==> src/rtl/deserialiser_pkg.sv <==
// Shared receive-path definitions for the bit-to-byte deserialiser.
package deserialiser_pkg;

   localparam int unsigned BITS_PER_BYTE = 8;
   localparam int unsigned CNT_W         = $clog2(BITS_PER_BYTE);

   typedef enum logic {
      IDLE,
      RECEIVING
   } rx_state_t;

endpackage

==> src/rtl/deserialiser.sv <==
// Packs an LSB-first bit stream from the frame decoder into bytes, reporting
// a valid-bit count for the trailing partial byte. All outputs registered.
module deserialiser
   import deserialiser_pkg::*;
(
   input  logic                     clk,
   input  logic                     rst,
   input  logic                     in_soc,
   input  logic                     in_eoc,
   input  logic                     in_data,
   input  logic                     in_data_valid,
   input  logic                     in_error,
   output logic                     out_soc,
   output logic                     out_eoc,
   output logic [BITS_PER_BYTE-1:0] out_data,
   output logic                     out_data_valid,
   output logic [CNT_W-1:0]         out_data_bits,
   output logic                     out_error
);

   rx_state_t                r_state, w_state_n;
   logic [CNT_W-1:0]         r_count, w_count_n;
   logic [BITS_PER_BYTE-1:0] r_shift, w_shift_n;

   logic                     r_soc, w_soc_n;
   logic                     r_eoc, w_eoc_n;
   logic                     r_dv, w_dv_n;
   logic [BITS_PER_BYTE-1:0] r_data, w_data_n;
   logic [CNT_W-1:0]         r_bits, w_bits_n;
   logic                     r_error, w_error_n;

   logic [BITS_PER_BYTE-1:0] w_shift_bit;
   logic [CNT_W-1:0]         w_count_inc;
   logic                     w_byte_done;

   always_ff @(posedge clk or posedge rst) begin
      if (rst) begin
         r_state <= IDLE;
         r_count <= '0;
         r_shift <= '0;
         r_soc   <= 1'b0;
         r_eoc   <= 1'b0;
         r_dv    <= 1'b0;
         r_data  <= '0;
         r_bits  <= '0;
         r_error <= 1'b0;
      end else begin
         r_state <= w_state_n;
         r_count <= w_count_n;
         r_shift <= w_shift_n;
         r_soc   <= w_soc_n;
         r_eoc   <= w_eoc_n;
         r_dv    <= w_dv_n;
         r_data  <= w_data_n;
         r_bits  <= w_bits_n;
         r_error <= w_error_n;
      end
   end

   always_comb begin
      w_state_n = r_state;
      w_count_n = r_count;
      w_shift_n = r_shift;
      w_soc_n   = 1'b0;
      w_eoc_n   = 1'b0;
      w_dv_n    = 1'b0;
      w_data_n  = r_data;
      w_bits_n  = r_bits;
      w_error_n = r_error;

      // Register contents after accepting this cycle's bit; count wraps to 0 on a full byte.
      w_shift_bit = r_shift;
      if (in_data_valid) begin
         w_shift_bit[r_count] = in_data;
      end
      w_count_inc = r_count + CNT_W'(in_data_valid);
      w_byte_done = in_data_valid && (r_count == CNT_W'(BITS_PER_BYTE - 1));

      if (in_error) begin
         w_error_n = 1'b1;
         w_state_n = IDLE;
         w_count_n = '0;
         w_shift_n = '0;
      end else if (in_soc) begin
         w_state_n    = RECEIVING;
         w_soc_n      = 1'b1;
         w_error_n    = 1'b0;
         w_shift_n    = '0;
         w_shift_n[0] = in_data_valid & in_data;
         w_count_n    = CNT_W'(in_data_valid);
      end else if (r_state == RECEIVING) begin
         w_shift_n = w_shift_bit;
         w_count_n = w_count_inc;
         if (w_byte_done || (in_eoc && (w_count_inc != '0))) begin
            w_dv_n    = 1'b1;
            w_data_n  = w_shift_bit;
            w_bits_n  = w_count_inc;
            w_shift_n = '0;
         end
         if (in_eoc) begin
            w_eoc_n   = 1'b1;
            w_state_n = IDLE;
            w_count_n = '0;
            w_shift_n = '0;
         end
      end
   end

   assign out_soc        = r_soc;
   assign out_eoc        = r_eoc;
   assign out_data_valid = r_dv;
   assign out_data       = r_data;
   assign out_data_bits  = r_bits;
   assign out_error      = r_error;

endmodule

==> config.mk <==
export PLATFORM = sky130hd
export DESIGN_NAME = deserialiser
export DESIGN_NICKNAME = d
export VERILOG_FILES = /design/src/rtl/deserialiser_pkg.sv /design/src/rtl/deserialiser.sv
export SDC_FILE = /design/constraint.sdc
export NUM_CORES = 1
export LEC_CHECK = 0
export ABC_AREA = 1
export BUFFER_PORTS_ARGS = -buffer_cell sky130_fd_sc_hd__buf_2
export CORE_ASPECT_RATIO = 1.2
export CORE_MARGIN = 4
export CORE_UTILIZATION = 45
export CTS_CLUSTER_DIAMETER = 120
export DETAILED_ROUTE_END_ITERATION = 16
export GPL_ROUTABILITY_DRIVEN = 1
export PLACE_DENSITY = 0.68
export SLEW_MARGIN = 20
export SYNTH_ARGS = -nofsm -noshare
export SYNTH_HDL_FRONTEND = slang
export SYNTH_SLANG_ARGS = --single-unit
==> constraint.sdc <==
create_clock -name clk -period 1.6 [get_ports clk]
set_input_delay 0.16 -clock clk [delete_from_list [all_inputs] [get_ports clk]]
set_output_delay 0.16 -clock clk [all_outputs]
set_load 0.1 [all_outputs]
; ---- Yosys cells after proc, flatten, opt, wreduce, memory -nomap -nowiden
; Index checks and enable logic that the tools add are counted.
[totals]
ff_bits = 27
word_cells = 53
[classes]
n_addsub = 1
n_lt_le_gt_ge = 2
eq_ne = 1
n_mux = 29
n_bitwise = 3
n_reduce_logical = 8
[op_table]
columns = op, n
row1 = $mux W8, 6
row2 = $mux W1, 17
row3 = $mux W3, 4
row4 = $bwmux W8, 1
row5 = $reduce_bool A3 Y1, 2
row6 = $lt A3 B4 Y1 const B, 1
row7 = $reduce_and A4 Y1, 1
row8 = $add A3 B1 Y3, 1
row9 = $demux W1 S3, 1
row10 = $eq A3 B3 Y1 const B, 1
row11 = $ge A3 B1 Y1 const B, 1
row12 = $logic_and A1 B1 Y1, 3
row13 = $not A1 Y1, 2
row14 = $reduce_bool A2 Y1, 1
row15 = $and A1 B1 Y1, 1
row16 = $logic_or A1 B1 Y1, 1

; ---- Logic depth before layout (Yosys ltp)
; Gate-level depths: netlist of run 1.
[logic_depth]
word_depth = 11
ltp_mapped = 11
depth_no_buf = 11

; ---- Worst setup path before layout of run 1
; OpenSTA, ideal clock, no wires.
[synth_timing]
path_kind = register to register
start = register r_count[0]
end = register r_data[7], in the netlist out_data[7]
setup_time_ns = 0.068
t_arrival_ns = 1.554
slack_ns = -0.022
stages_incl_launch_ff = 11
path_buffers = 1
synth_period_minus_slack_ns = 1.622
cell_sequence = dfrtp_1 > ha_1 > ha_1 > nor2_1 > nand3_2 > nand2_2 > nand2_4 > nand2_2 > buf_6 > nand2_1 > nand2_1
[synth_rtl]
columns = item, line
row1 = "start, declared", deserialiser.sv:22  ; logic [CNT_W-1:0] r_count, w_count_n;
row2 = "start signal, assigned", deserialiser.sv:49  ; r_count <= w_count_n;
row3 = $add A3 B1 Y3, deserialiser.sv:76  ; w_count_inc = r_count + CNT_W'(in_data_valid);
row4 = net w_count_inc[1], deserialiser.sv:33  ; logic [CNT_W-1:0] w_count_inc;
row5 = $reduce_bool A3 Y1, deserialiser.sv:94  ; if (w_byte_done || (in_eoc && (w_count_inc != '0))) begin
row6 = $logic_and A1 B1 Y1, deserialiser.sv:94
row7 = $logic_or A1 B1 Y1, deserialiser.sv:94
row8 = $reduce_and A4 Y1 (no source line), --
row9 = "end signal, assigned", deserialiser.sv:54  ; r_data <= w_data_n;
row10 = "end, declared", deserialiser.sv:28  ; logic [BITS_PER_BYTE-1:0] r_data, w_data_n;
; The timed path passes the listed nets, and every way through them passes these cells.
; A chain may end at the register's enable or synchronous reset.

; ---- Worst setup path after layout of run 1
[layout_timing]
start = register r_count[0]
end = register r_data[2], in the netlist out_data[2]
; The elaborated chain is that of the path after synthesis.

==> results.sh, run 1 <==
export IMPL_outcome="complete, no violations"
export IMPL_antenna_left=0
export IMPL_most_frequent_standard_cell_in_the_layout_excluding_fill_and_tap_cells="nand2_1"
export IMPL_maxCapViolations=0
export IMPL_net_switching_power_w=0.000577
export IMPL_detail_route_drc_violations=0
export IMPL_crit_top_cell="nand2_2"
export IMPL_final_period_utilization_pct=98.5
export IMPL_wl_um=2700
export IMPL_critPathLaunchType="flip-flop"
export IMPL_antenna_found_initial=0
export IMPL_power_share_sequential_pct=50.1
export IMPL_share_clk_of_total_power_pct=20.0
export IMPL_synth_fp_nets=171
export IMPL_cts_sinks=27
export IMPL_yosys_register_bits=27
export IMPL_worst_slew_pin_slew_ns=0.494
export IMPL_critical_path_reg2reg_endpoint="out_data[2]"
export IMPL_worstSetupPathType="flip-flop to flip-flop"
export IMPL_min_delay_path_depth=2
export IMPL_cell_by_cell_listing_of_the_critical_path="ha_2 -> ha_4 -> nor2_2 -> nand3_2 -> nand2_2 -> nand2_4 -> nand2_8 -> buf_12 -> nand2_2 -> o21ai_2"
export IMPL_total_iterations_of_the_first_detailed_routing_run=4
export IMPL_overflow=0
export IMPL_worstSetupEndpointType="flip-flop"
export IMPL_rr_worst_depth=10
export IMPL_hold_class="input port to flip-flop"
export IMPL_sw_ratio_pct=38.7
export IMPL_worst_r2r_startpoint="r_count[0]"
export IMPL_required_ns=1.83
export IMPL_placeableCoreArea_um2=2810
export IMPL_avgSynthCellArea_um2=8.22
export IMPL_arrival_time_worst_endpoint_ns=1.81
export IMPL_synth_area_leaders="dfrtp_1 (51%), nand2_1 (14%), inv_1 (6.8%), o21ai_2 (5.9%), o21ai_1 (4.9%)"
export IMPL_hold_path_end="r_state"
export IMPL_clk_root_buffer_cell="clkbuf_4"
export IMPL_global_route_usage_total_pct=15.4
export IMPL_cts_root_to_sink_buffers=2
export IMPL_final_layout_size_suffix_gt1_share_pct=34.6
export IMPL_die_span_y_um=67.6
export IMPL_cts_buffers=3
export IMPL_critical_path_peak_fanout=6
export IMPL_synth_area_um2=1330
export IMPL_synthCells=162
export IMPL_postLayoutSetupSlackWorst_ns=0.0239
export IMPL_p_leak_nw=0.888
export IMPL_clkLatencyLatePin_ns=0.33
export IMPL_power_w=0.00149
export IMPL_internal_power_w=0.000913
export IMPL_p_per_area_nw_per_um2=898
export IMPL_place_worst_setup_slack_ns=-0.0107
export IMPL_routedWlPerCell_um=12.0
export IMPL_detailroute_via_count=1097
export IMPL_area_growth_pct=24.6
export IMPL_min_delay_start="in_error"
export IMPL_rsz0062_at_grt="true"
export IMPL_cts_tree="yes"
export IMPL_fp_dieW_um=57.7
export IMPL_drt_first_iter_violations=32
export IMPL_netlist_top_cell_by_area="dfrtp_1"
export IMPL_htree_num_levels=1
export IMPL_worst_path_largest_cell_delay_ns=0.41
export IMPL_detailedPlacementHpwl_um=1990
export IMPL_final_max_slew_viol_count=0
export IMPL_final_cell_mix="nand2_1 (37), dfrtp_1 (27), inv_1 (24), buf_2 (21), o21ai_1 (12)"
export IMPL_power_frac_comb_pct=30.0
export IMPL_grt_max_degree=28
export IMPL_numPortBuffers=21
export IMPL_fillerInstances=258
export IMPL_start_util_pct=47.4
export IMPL_final_hold_violation_count=0
export IMPL_ys_warnings_count=0
export IMPL_finalWeightedCongestion=0.814
export IMPL_post_synth_num_cell_types=23
export IMPL_wire_length_of_the_first_global_routing_pass_um=4650
export IMPL_via_per_inst=4.88
export IMPL_synthDominantCellAreaShare_pct=50.8
export IMPL_report_final_setup_viol=0
export IMPL_clock_skew_final_ns=0.00222
export IMPL_max_slew_margin_pct=67.3
export IMPL_yosysSeqAreaShare_pct=50.8
export IMPL_max_vdd_ir_drop_uv=824
export IMPL_worst_r2r_setup_slack_ns=0.02
export IMPL_cpMaxStageDelayCell="dfrtp_1"
export IMPL_design_final_nets=201
export IMPL_num_antenna_cells=0
export IMPL_io_pin_count=22
export IMPL_clock_pin_slew_on_the_worst_setup_and_hold_paths_ns=0.14
export IMPL_fp_dieArea_um2=3900
export IMPL_period_needed_ns=1.58
export IMPL_fmaxAchievable_mhz=634
export IMPL_fp_row_count=21
export IMPL_grt_pass1_vias=1117
layout make-up:
type | instances | area (um2) | area share, %
clock buffer | 4 | 26.3 | 1.58
inverter | 28 | 105 | 6.33
sequential | 27 | 676 | 40.7
multi-input combinational | 104 | 607 | 36.6
timing repair buffer | 28 | 203 | 12.2
tap | 34 | 42.5 | 2.56
worst max path at each step:
stage | from | endpoint | slack [ns]
3_5_place_dp | r_count[0] | out_data[5] | -0.01
5_1_grt | r_count[0] | out_data[1] | -0.04
2_1_floorplan | r_count[0] | out_data[7] | 0.009
3_3_place_gp | r_count[0] | out_data[1] | 0.01
4_1_cts | r_count[0] | r_shift[4] | 0.02
6_report | r_count[0] | out_data[2] | 0.02
power by group through the flow:
stage	combinational (W)	clock, W	sequential [W]
after detailed placement	0.000424	0	0.000750
after global routing	0.000472	0.000335	0.000751
after global placement	0.000419	0	0.000748
final	0.000446	0.000297	0.000746
after floorplan	0.000111	0	0.000980
after CTS	0.000429	0.000312	0.000737
per-layer routing:
layer  part of all wire [%]  vias to the layer above  track usage [%]  wire, um
li1                       -                      557                -         -
met1                     43                      517             18.0      1170
met2                     51                       18             28.4      1380
met3                    3.7                        5             2.10       100
met4                    1.8                        0             6.09        48
met5                      0                        -                0         0
critical path: cells and delay by family (launching register included):
family	cells	cell delay (ns)
fa+ha+maj	2	0.46
simple gates	6	0.41
flops	1	0.41
buf+inv	1	0.15
compound gates	1	0.05
logic make-up (layout without fill, tap and decap cells):
group / Yosys count / after routing / synth area share [%]
buffers and inverters: 31 / 60 / 9.87
flip-flops: 27 / 27 / 50.8
adder cells (fa/ha/maj): 2 / 2 / 1.88
AO/OA/AOI/OAI: 27 / 27 / 13.0
AND/OR/NAND/NOR: 75 / 75 / 24.5
synthesized netlist by cell type:
library cell and n:
nand2_4 1, clkbuf_1 1, inv_1 24, o21ai_0 1, and2_1 1, dfrtp_1 27, nand2_1 48, nand3_1 4
inv_2 3, buf_6 2, nand2_2 3, ha_1 2, a31oi_1 1, o21ai_2 9, o21ai_1 13, a21oi_1 1
nand3_2 1, nor2_2 3, nor3_1 1, clkinv_1 1, nor2_1 12, nor2_4 1, o22ai_1 2
flip-flops by register name, indices dropped and copies added, names as in the netlist:
name / flops
r_shift: 8
r_state: 1
out_error: 1
out_soc: 1
out_data: 8
out_data_bits: 3
out_data_valid: 1
r_count: 3
out_eoc: 1
what timing repair did:
item / in CTS / in global routing
setup endpoints to repair: 16 / 18
pin swaps: 2 / 6
hold buffers: 1 / 0
cloned: 0 / 1
hold endpoints to repair: 27 / 0
resized for setup: 2 / 18
buffers inserted: 0 / 0
through the flow:
stage	instance area [um2]	TNS, ns	util [%]	hold WS, ns	instances
floorplan	1340	0	-	0.213	162
global placement	1520	0	54.1	0.233	219
detailed placement	1520	-0.0468	54.1	0.241	219
CTS	1570	0	55.9	0.00923	224
global route	1660	-0.394	59.0	0.0186	225
finish	1660	0	59.0	0.0179	225
(Power assumes the default switching activity.)
==> inputs of run 2 (changes only) <==
--- a/config.mk
+++ b/config.mk
@@ -13,7 +13,7 @@
 export CTS_CLUSTER_DIAMETER = 120
 export DETAILED_ROUTE_END_ITERATION = 16
 export GPL_ROUTABILITY_DRIVEN = 1
-export PLACE_DENSITY = 0.68
+export PLACE_DENSITY = 0.65
 export SLEW_MARGIN = 20
 export SYNTH_ARGS = -nofsm -noshare
 export SYNTH_HDL_FRONTEND = slang
==> constraint.sdc (replaced) <==
create_clock -name clk -period 1.9 [get_ports clk]
set_input_delay 0.19 -clock clk [delete_from_list [all_inputs] [get_ports clk]]
set_output_delay 0.19 -clock clk [all_outputs]
set_load 0.1 [all_outputs]
==> run 2 against run 1 <==
Clock-buffer cell count shrank 1; critical path depth unchanged; power shrank 19%; global-route usage is 0.39 points lower; fmax down 12%; wire length shrank 5.4%; die area stayed put; non-clock buffer count fell by 3.
==> results.sh, run 2 (synthesis results as in run 1) <==
export IMPL_start_util_pct=47.4
export IMPL_cts_sinks=27
export IMPL_total_iterations_of_the_first_detailed_routing_run=4
export IMPL_wl_um=2550
export IMPL_numPortBuffers=21
export IMPL_antenna_found_initial=0
export IMPL_p_per_area_nw_per_um2=801
export IMPL_most_frequent_standard_cell_in_the_layout_excluding_fill_and_tap_cells="nand2_1"
export IMPL_cts_buffers=3
export IMPL_finalSetupTns_ns=0
export IMPL_htree_num_levels=1
export IMPL_wire_length_of_the_first_global_routing_pass_um=4540
export IMPL_via_per_inst=4.89
export IMPL_place_area_um2=1480
export IMPL_rsz0062_at_grt="false"
export IMPL_area_growth_pct=13.6
export IMPL_finalWeightedCongestion=0.803
export IMPL_grt_max_degree=28
export IMPL_hold_slack_ns=0.0507
export IMPL_grt_pass1_vias=1061
export IMPL_postLayoutCoreUtil_pct=53.8
export IMPL_maxCapViolations=0
export IMPL_fp_dieArea_um2=3900
export IMPL_critical_path_peak_fanout=12
export IMPL_fp_row_count=21
export IMPL_detailroute_via_count=1085
export IMPL_report_final_setup_viol=0
export IMPL_num_antenna_cells=0
export IMPL_max_vdd_ir_drop_uv=562
export IMPL_critPathLaunchType="flip-flop"
export IMPL_layout_cell_area_non_filler_um2=1510
export IMPL_required_ns=2.16
export IMPL_placeableCoreArea_um2=2810
export IMPL_io_pin_count=22
export IMPL_fmaxAchievable_mhz=558
export IMPL_detail_route_drc_violations=0
export IMPL_overflow=0
export IMPL_routedWlPerCell_um=11.5
export IMPL_final_cell_mix="nand2_1 (48), dfrtp_1 (27), inv_1 (24), buf_2 (21), o21ai_1 (13)"
export IMPL_clk_root_buffer_cell="clkbuf_4"
export IMPL_period_needed_ns=1.79
export IMPL_max_slew_margin_pct=67.3
export IMPL_die_span_y_um=67.6
export IMPL_final_max_slew_viol_count=0
export IMPL_detailedPlacementHpwl_um=1940
export IMPL_drt_first_iter_violations=26
export IMPL_worstSetupPathType="flip-flop to flip-flop"
export IMPL_fillerInstances=270
export IMPL_cts_tree="yes"
export IMPL_final_hold_violation_count=0
export IMPL_final_layout_size_suffix_gt1_share_pct=26.1
export IMPL_hold_class="input port to flip-flop"
export IMPL_clkLatencyLatePin_ns=0.32
export IMPL_outcome="complete, no violations"
export IMPL_global_route_usage_total_pct=15.0
export IMPL_worstSetupEndpointType="flip-flop"
export IMPL_cts_resized=0
export IMPL_fp_dieW_um=57.7
export IMPL_final_period_utilization_pct=94.3
export IMPL_antenna_left=0
export IMPL_arrival_time_worst_endpoint_ns=2.05
export IMPL_clock_skew_final_ns=0.0118
export IMPL_cts_root_to_sink_buffers=2
export IMPL_worst_slew_pin_slew_ns=0.494
export IMPL_design_final_nets=198
export IMPL_p_leak_nw=0.848
export IMPL_clock_pin_slew_on_the_worst_setup_and_hold_paths_ns=0.15
run 2: cell types whose count changed in the layout (fill, tap and decap cells not counted), moves of 2 or more:
| cell | change |
|---|---|
| buf_12 | -2 |
| ha_1 | +2 |
| nand2_1 | +11 |
| nand2_2 | -6 |
| nand2_4 | -4 |
run 2: metrics by stage:
stage	total power [W]	std cells	setup slack, ns
2_1_floorplan	0.000917	162	0.278
3_3_place_gp	0.000976	217	0.218
3_5_place_dp	0.000981	217	0.149
4_1_cts	0.00123	222	0.111
5_1_grt	0.00127	222	0.00830
6_report	0.00121	222	0.109
run 2: final timing paths:
| path | startpoint | endpoint | slack (ns) | depth (start not counted) |
|---|---|---|---|---|
| setup / recovery | r_count[0] | out_data[6] | 0.11 | 10 |
| hold / removal | in_error | r_state | 0.05 | 2 |
| setup reg to reg | r_count[0] | out_data[6] | 0.11 | 10 |
| hold reg to reg | out_data[7] | out_data[7] | 0.49 | 2 |
| max in group asynchronous | rst | out_data_bits[1] | 1.20 | 4 |
| min in group asynchronous | rst | out_data[2] | 0.44 | 4 |
run 2: final cells by class:
type / instances / area (um2) / area share [%]
well taps: 34 / 42.5 / 2.81
inverters: 28 / 105 / 6.95
repair buffers: 25 / 138 / 9.10
flip-flops and latches: 27 / 676 / 44.7
clock buffers: 3 / 22.5 / 1.49
clock inverters: 1 / 5.00 / 0.331
multi-input cells: 104 / 524 / 34.7
run 2: critical path, stage by stage (launching register included):
cell     delay, ns
dfrtp_1       0.45
ha_1          0.20
ha_1          0.29
nor2_1        0.13
nand3_2       0.09
nand2_2       0.07
nand2_4       0.06
nand2_2       0.07
buf_4         0.21
nand2_1       0.09
o21ai_2       0.06
run 2: what timing repair did:
action / 4_1_cts / 5_1_grt
setup buffers: 0 / 0
endpoints found under the hold margin: 27 / 0
hold buffers: 1 / 0
run 2: per-layer routing:
layer	share of wire [%]	vias to the layer above	wire, um	GRT usage (%)
li1	-	554	-	-
met1	43	505	1090	17.1
met2	50	22	1290	27.5
met3	4.7	4	121	2.10
met4	2.0	0	51	6.96
met5	0	-	0	0
run 2: report_power, final:
group / total (W) / internal (W) / switching, W / leakage [nW]
Clock: 0.000243 / 0.0000789 / 0.000164 / 0.0177
Sequential: 0.000623 / 0.000606 / 0.0000167 / 0.365
Combinational: 0.000346 / 0.0000605 / 0.000285 / 0.465
